## src/rtl/rca_config_bank.sv

```systemverilog
// Double-buffered RCA register-mapping store: software writes a per-RCA shadow
// bank, and a commit copies it to the active bank once the target RCA is idle.
module rca_config_bank #(
   parameter int NUM_RCAS        = 4,
   parameter int NUM_READ_PORTS  = 4,
   parameter int NUM_WRITE_PORTS = 2,
   parameter int REG_ADDR_W      = 5,
   localparam int SEL_W  = (NUM_RCAS > 1) ? $clog2(NUM_RCAS) : 1,
   localparam int PORT_N = (NUM_READ_PORTS > NUM_WRITE_PORTS) ? NUM_READ_PORTS : NUM_WRITE_PORTS,
   localparam int PORT_W = (PORT_N > 1) ? $clog2(PORT_N) : 1,
   localparam int SRC_W  = NUM_READ_PORTS * REG_ADDR_W,
   localparam int DST_W  = NUM_WRITE_PORTS * REG_ADDR_W
) (
   input  logic                       clk,
   input  logic                       rst,
   input  logic [SEL_W-1:0]           rca_sel,
   output logic [SRC_W-1:0]           rca_src_reg_addrs,
   output logic [DST_W-1:0]           rca_dest_reg_addrs,
   output logic [NUM_READ_PORTS-1:0]  rca_src_en,
   output logic [NUM_WRITE_PORTS-1:0] rca_dest_en,
   output logic                       rca_cfg_valid,
   input  logic                       wr_valid,
   output logic                       wr_ready,
   input  logic [SEL_W-1:0]           wr_rca,
   input  logic                       wr_is_dest,
   input  logic [PORT_W-1:0]          wr_port,
   input  logic [REG_ADDR_W-1:0]      wr_reg_addr,
   input  logic                       wr_port_en,
   input  logic                       commit_valid,
   output logic                       commit_ready,
   input  logic [SEL_W-1:0]           commit_rca,
   input  logic [NUM_RCAS-1:0]        rca_busy,
   output logic [NUM_RCAS-1:0]        commit_pending,
   output logic                       cfg_err
);

   typedef enum logic {
      ST_IDLE    = 1'b0,
      ST_PENDING = 1'b1
   } state_e;

   state_e                     state_q       [NUM_RCAS];
   state_e                     state_d       [NUM_RCAS];
   logic [SRC_W-1:0]           sh_src_addr_q [NUM_RCAS];
   logic [SRC_W-1:0]           sh_src_addr_d [NUM_RCAS];
   logic [DST_W-1:0]           sh_dst_addr_q [NUM_RCAS];
   logic [DST_W-1:0]           sh_dst_addr_d [NUM_RCAS];
   logic [NUM_READ_PORTS-1:0]  sh_src_en_q   [NUM_RCAS];
   logic [NUM_READ_PORTS-1:0]  sh_src_en_d   [NUM_RCAS];
   logic [NUM_WRITE_PORTS-1:0] sh_dst_en_q   [NUM_RCAS];
   logic [NUM_WRITE_PORTS-1:0] sh_dst_en_d   [NUM_RCAS];
   logic [SRC_W-1:0]           ac_src_addr_q [NUM_RCAS];
   logic [SRC_W-1:0]           ac_src_addr_d [NUM_RCAS];
   logic [DST_W-1:0]           ac_dst_addr_q [NUM_RCAS];
   logic [DST_W-1:0]           ac_dst_addr_d [NUM_RCAS];
   logic [NUM_READ_PORTS-1:0]  ac_src_en_q   [NUM_RCAS];
   logic [NUM_READ_PORTS-1:0]  ac_src_en_d   [NUM_RCAS];
   logic [NUM_WRITE_PORTS-1:0] ac_dst_en_q   [NUM_RCAS];
   logic [NUM_WRITE_PORTS-1:0] ac_dst_en_d   [NUM_RCAS];
   logic [NUM_RCAS-1:0]        cfg_valid_q;
   logic [NUM_RCAS-1:0]        cfg_valid_d;
   logic                       err_q;
   logic                       err_d;

   logic wr_in_range;
   logic wr_target_pending;
   logic wr_fire;
   logic wr_apply;
   logic cm_in_range;
   logic cm_fire;
   logic cm_apply;

   // Handshake decode; out-of-range requests still complete so the bus never hangs.
   always_comb begin
      wr_target_pending = 1'b0;
      for (int r = 0; r < NUM_RCAS; r++) begin
         if (int'(wr_rca) == r && state_q[r] == ST_PENDING) begin
            wr_target_pending = 1'b1;
         end
      end
      wr_in_range = (int'(wr_rca) < NUM_RCAS) &&
                    (wr_is_dest ? (int'(wr_port) < NUM_WRITE_PORTS)
                                : (int'(wr_port) < NUM_READ_PORTS));
      cm_in_range  = int'(commit_rca) < NUM_RCAS;
      wr_ready     = !rst && !wr_target_pending;
      commit_ready = !rst;
      wr_fire      = wr_valid && wr_ready;
      cm_fire      = commit_valid && commit_ready;
      wr_apply     = wr_fire && wr_in_range;
      cm_apply     = cm_fire && cm_in_range;
      err_d        = (wr_fire && !wr_in_range) || (cm_fire && !cm_in_range);
   end

   always_comb begin
      for (int r = 0; r < NUM_RCAS; r++) begin
         state_d[r]       = state_q[r];
         sh_src_addr_d[r] = sh_src_addr_q[r];
         sh_dst_addr_d[r] = sh_dst_addr_q[r];
         sh_src_en_d[r]   = sh_src_en_q[r];
         sh_dst_en_d[r]   = sh_dst_en_q[r];
         ac_src_addr_d[r] = ac_src_addr_q[r];
         ac_dst_addr_d[r] = ac_dst_addr_q[r];
         ac_src_en_d[r]   = ac_src_en_q[r];
         ac_dst_en_d[r]   = ac_dst_en_q[r];
         cfg_valid_d[r]   = cfg_valid_q[r];

         if (wr_apply && int'(wr_rca) == r) begin
            if (wr_is_dest) begin
               for (int p = 0; p < NUM_WRITE_PORTS; p++) begin
                  if (int'(wr_port) == p) begin
                     sh_dst_addr_d[r][p*REG_ADDR_W +: REG_ADDR_W] = wr_reg_addr;
                     sh_dst_en_d[r][p] = wr_port_en;
                  end
               end
            end else begin
               for (int p = 0; p < NUM_READ_PORTS; p++) begin
                  if (int'(wr_port) == p) begin
                     sh_src_addr_d[r][p*REG_ADDR_W +: REG_ADDR_W] = wr_reg_addr;
                     sh_src_en_d[r][p] = wr_port_en;
                  end
               end
            end
         end

         // The shadow copied here already holds any write accepted on the commit edge.
         case (state_q[r])
            ST_IDLE: begin
               if (cm_apply && int'(commit_rca) == r) begin
                  state_d[r] = ST_PENDING;
               end
            end
            ST_PENDING: begin
               if (!rca_busy[r]) begin
                  ac_src_addr_d[r] = sh_src_addr_q[r];
                  ac_dst_addr_d[r] = sh_dst_addr_q[r];
                  ac_src_en_d[r]   = sh_src_en_q[r];
                  ac_dst_en_d[r]   = sh_dst_en_q[r];
                  cfg_valid_d[r]   = 1'b1;
                  state_d[r]       = ST_IDLE;
               end
            end
            default: state_d[r] = ST_IDLE;
         endcase
      end
   end

   always_ff @(posedge clk) begin
      if (rst) begin
         for (int r = 0; r < NUM_RCAS; r++) begin
            state_q[r]       <= ST_IDLE;
            sh_src_addr_q[r] <= '0;
            sh_dst_addr_q[r] <= '0;
            sh_src_en_q[r]   <= '0;
            sh_dst_en_q[r]   <= '0;
            ac_src_addr_q[r] <= '0;
            ac_dst_addr_q[r] <= '0;
            ac_src_en_q[r]   <= '0;
            ac_dst_en_q[r]   <= '0;
         end
         cfg_valid_q <= '0;
         err_q       <= 1'b0;
      end else begin
         for (int r = 0; r < NUM_RCAS; r++) begin
            state_q[r]       <= state_d[r];
            sh_src_addr_q[r] <= sh_src_addr_d[r];
            sh_dst_addr_q[r] <= sh_dst_addr_d[r];
            sh_src_en_q[r]   <= sh_src_en_d[r];
            sh_dst_en_q[r]   <= sh_dst_en_d[r];
            ac_src_addr_q[r] <= ac_src_addr_d[r];
            ac_dst_addr_q[r] <= ac_dst_addr_d[r];
            ac_src_en_q[r]   <= ac_src_en_d[r];
            ac_dst_en_q[r]   <= ac_dst_en_d[r];
         end
         cfg_valid_q <= cfg_valid_d;
         err_q       <= err_d;
      end
   end

   // Read side: an out-of-range select matches no RCA and leaves every output at 0.
   always_comb begin
      rca_src_reg_addrs  = '0;
      rca_dest_reg_addrs = '0;
      rca_src_en         = '0;
      rca_dest_en        = '0;
      rca_cfg_valid      = 1'b0;
      for (int r = 0; r < NUM_RCAS; r++) begin
         commit_pending[r] = (state_q[r] == ST_PENDING);
         if (int'(rca_sel) == r) begin
            rca_src_reg_addrs  = ac_src_addr_q[r];
            rca_dest_reg_addrs = ac_dst_addr_q[r];
            rca_src_en         = ac_src_en_q[r];
            rca_dest_en        = ac_dst_en_q[r];
            rca_cfg_valid      = cfg_valid_q[r];
         end
      end
   end

   assign cfg_err = err_q;

endmodule

```

## config.mk

```make
export PLATFORM = sky130hd
export DESIGN_NAME = rca_config_bank
export DESIGN_NICKNAME = d
export VERILOG_FILES = /design/src/rtl/rca_config_bank.sv
export SDC_FILE = /design/constraint.sdc
export NUM_CORES = 1
export LEC_CHECK = 0
export ABC_AREA = 0
export CORE_AREA = 2 2 198 141
export CTS_CLUSTER_DIAMETER = 30
export DETAILED_ROUTE_END_ITERATION = 8
export DIE_AREA = 0 0 200 143
export MAX_ROUTING_LAYER = met4
export PLACE_DENSITY = 0.72
export RECOVER_POWER = 25
export SLEW_MARGIN = 0
export SYNTH_ARGS = -nofsm -noshare
export SYNTH_HDL_FRONTEND = slang
export SYNTH_SLANG_ARGS = --single-unit
export TNS_END_PERCENT = 30
```

## constraint.sdc

```tcl
create_clock -name clk -period 3 [get_ports clk]
set_clock_uncertainty 0.2 [all_clocks]
set_input_delay 0.6 -clock clk [delete_from_list [all_inputs] [get_ports clk]]
set_output_delay 0.6 -clock clk [all_outputs]
set_load 0.005 [all_outputs]
```

==> impl_metrics.ini <==
[clocking]
clk_latency_ps = 540
root_buffer = clkbuf_16
h-tree-depth = 2
cts_setup_buffers = 0
clock_path_buffers = 3
cts_buffers = 41
cts_tree = done
cts.sinks = 297
clkSlewWorstSetupHoldPaths_ps = 60

[finish]
fin_util = 0.536
diodes = 0
fill_cells = 2335
drive_gt1_frac = 0.150
syn2layout_area_growth_pct = 20.2
seqCellArea_um2 = 5950
fin_cells = 1735
nets = 1362
multiInputGateArea_um2 = 5380

[synthesis]
yosys.cell_types.count = 48
synth_top_cell_by_area = dfxtp_1
synth_nets = 1316
netlist.area_leader.share = 0.501
syn_area_per_cell_um2 = 9.17
ys_top_cells_by_area = dfxtp_1 (50%), nand2_1 (12%), a21oi_1 (7.7%)
async_flop_share = 0
synth_flop_cell = dfxtp_1
syn_area_um2 = 11900
ys_ff_latch = 297
synth_warnings = 0
synth_edf_count = 0
seq_area_frac_synth = 0.501
netlist_instances = 1293

[routing]
drtIter0Drc = 1004
via_per_inst = 5.64
dr.pass1.iters = 5
ant_nets = 0
drt-total-wl_um = 34900
vias = 9792
drc = 0
routedWlPerCell_um = 20.1

[pwr]
clock_power_share = 0.525
p_sw_frac = 0.244
power.density_nw_per_um2 = 650
seq_power_share = 0.429
p_sw_mw = 2.26
p_int_mw = 7.00
leakagePower_nw = 5.36
p_comb_frac = 0.047
ir_worst_vdd_v = 0.000515

[critical_path]
path_common_cell = clkdlybuf4s50_1
critPathTopFamily = buffers and inverters
cp_cell_sequence = clkdlybuf4s50_1 -> mux4_2 -> nor2_1 -> clkdlybuf4s50_1
crit_arrival_ps = 2100
cp_slowest_cell = clkdlybuf4s50_1
critPathBufInv = 2
worstPathMaxFanout = 2
cp-start-kind = input pin
max_stage_delay_ps = 530
path_class = input pin to output pin
cp.required_ps = 2200
end_kind = output pin

[timing]
fmax_mhz = 345
slew_headroom = 0.238
min_period_over_period = 0.965
setup_viol = 0
timing.final.ws_setup_ps = 105
min_period_ps = 2900
hold_slack_ps = 242
fin_tns_setup_ps = 0
hold_violations = 0
rsz0062_at_grt = no
slew_violations = 0
worst_pin_slew_ps = 1140

[floorplan]
fp.dieW_um = 200
die_h_um = 143
die_area_um2 = 28600
coreArea_um2 = 26600
rows = 50
start_util = 0.446
io_pins = 67

[placement]
placed_cells = 1660
place_ws_ps = -323
port_buffers = 66
dp_hpwl_um = 21500
gp_congestion = 0.873

[global_routing]
grt_overflow = 0
grt_max_degree = 79
antenna_found_initial = 0
grtUsageTotal = 0.256
grt_pass1_wl_um = 54200
grt_pass1_vias = 9592

[worst_hold_path]
holdCritPathClass = flip-flop to flip-flop

[run_status]
run_status = complete, no violations

[run]
max_cap_violations = 0
[worst min-delay path, cell delays in order (launching register included)]
cell,delay [ps]
dfxtp_1,310
nand2_1,50
a21oi_1,50
[path summary, 6_finish.rpt]
| check | startpoint | endpoint | slack (ps) | depth (start not counted) |
|---|---|---|---|---|
| worst max-delay path | wr_rca[1] | wr_ready | 100 | 4 |
| worst min-delay path | sh_src_en_q[0][3]$_SDFFE_PP0P_ | ac_src_en_q[0][3]$_SDFFE_PP0P_ | 240 | 2 |
| worst max register to register | state_q[0]$_SDFF_PP0_ | ac_dst_addr_q[0][4]$_SDFFE_PP0P_ | 540 | 5 |
| worst min register to register | sh_src_en_q[0][3]$_SDFFE_PP0P_ | ac_src_en_q[0][3]$_SDFFE_PP0P_ | 240 | 2 |
[repair_timing]
item	CTS	global route
pin swaps	0	0
hold buffers	0	0
endpoints found under the setup margin	1	1
gates resized for setup	4	1
[synth_stat cells (8+ instances only)]
library cell,n
o21ai_0,34
mux2i_1,90
nand2_1,387
a21oi_1,183
nand3_1,40
o311ai_0,10
dfxtp_1,297
mux4_2,37
clkbuf_1,55
nor2_1,15
buf_2,22
buf_1,21
nand4_2,8
[flip-flops by register name, summed over array words and instances, names as in the netlist]
register	flops
sh_dst_en_q	8
sh_src_en_q	16
sh_dst_addr_q	40
ac_src_en_q	16
ac_src_addr_q	80
sh_src_addr_q	80
ac_dst_addr_q	40
ac_dst_en_q	8
state_q	4
cfg_valid_q	4
cfg_err	1
[power groups by stage]
stage               logic, mW  clock network, mW  registers, mW
floorplan               0.249                  0           4.05
finish                  0.434               4.86           3.97
detailed placement      0.427                  0           4.06
global placement        0.421                  0           4.06
global route            0.456               5.09           3.97
CTS                     0.429               4.90           3.97
[layout make-up]
class | instances | share of cell area
Inverter | 8 | 0.00219
Tap cell | 364 | 0.0320
Clock inverter | 28 | 0.0217
Timing Repair Buffer | 113 | 0.0737
Clock buffer | 47 | 0.0757
Sequential cell | 297 | 0.417
Multi-Input combinational cell | 878 | 0.377
[placed cells by master (no fill, tap or decap), types with 7 or more instances in the layout]
master / count
dfxtp_1: 296
clkinvlp_4: 8
buf_4: 36
mux4_2: 38
nand4_2: 8
o21ai_1: 7
nand3_1: 40
clkdlybuf4s50_1: 59
nor4_1: 7
o21ai_0: 34
clkbuf_16: 41
a21oi_1: 183
a31o_2: 7
mux2i_1: 90
o311ai_0: 10
nor2_1: 15
nand2_1: 387
[per-stage QoR]
stage | power, mW | area [µm²]
global route | 9.51 | 14300
floorplan | 4.30 | 11900
global placement | 4.48 | 12900
CTS | 9.30 | 14300
finish | 9.26 | 14300
detailed placement | 4.48 | 12900
[logic make-up (layout without fill, tap and decap cells)]
logic type	after synthesis	in the layout	synth area share
DFF	297	297	0.501
muxes	128	128	0.148
buffers and inverters	118	196	0.0452
AOI/OAI and AO/OA	249	249	0.113
and+or+nand+nor	501	501	0.192
[per-layer routing]
metal  vias up  track usage  share of wire
met5         -            -              0
met4         0       0.0776          0.021
met3        64       0.0524          0.094
met2       441        0.361           0.42
met1      4764        0.367           0.46
li1       4523            -              -
No activity file was read; power rests on OpenSTA's default activity.
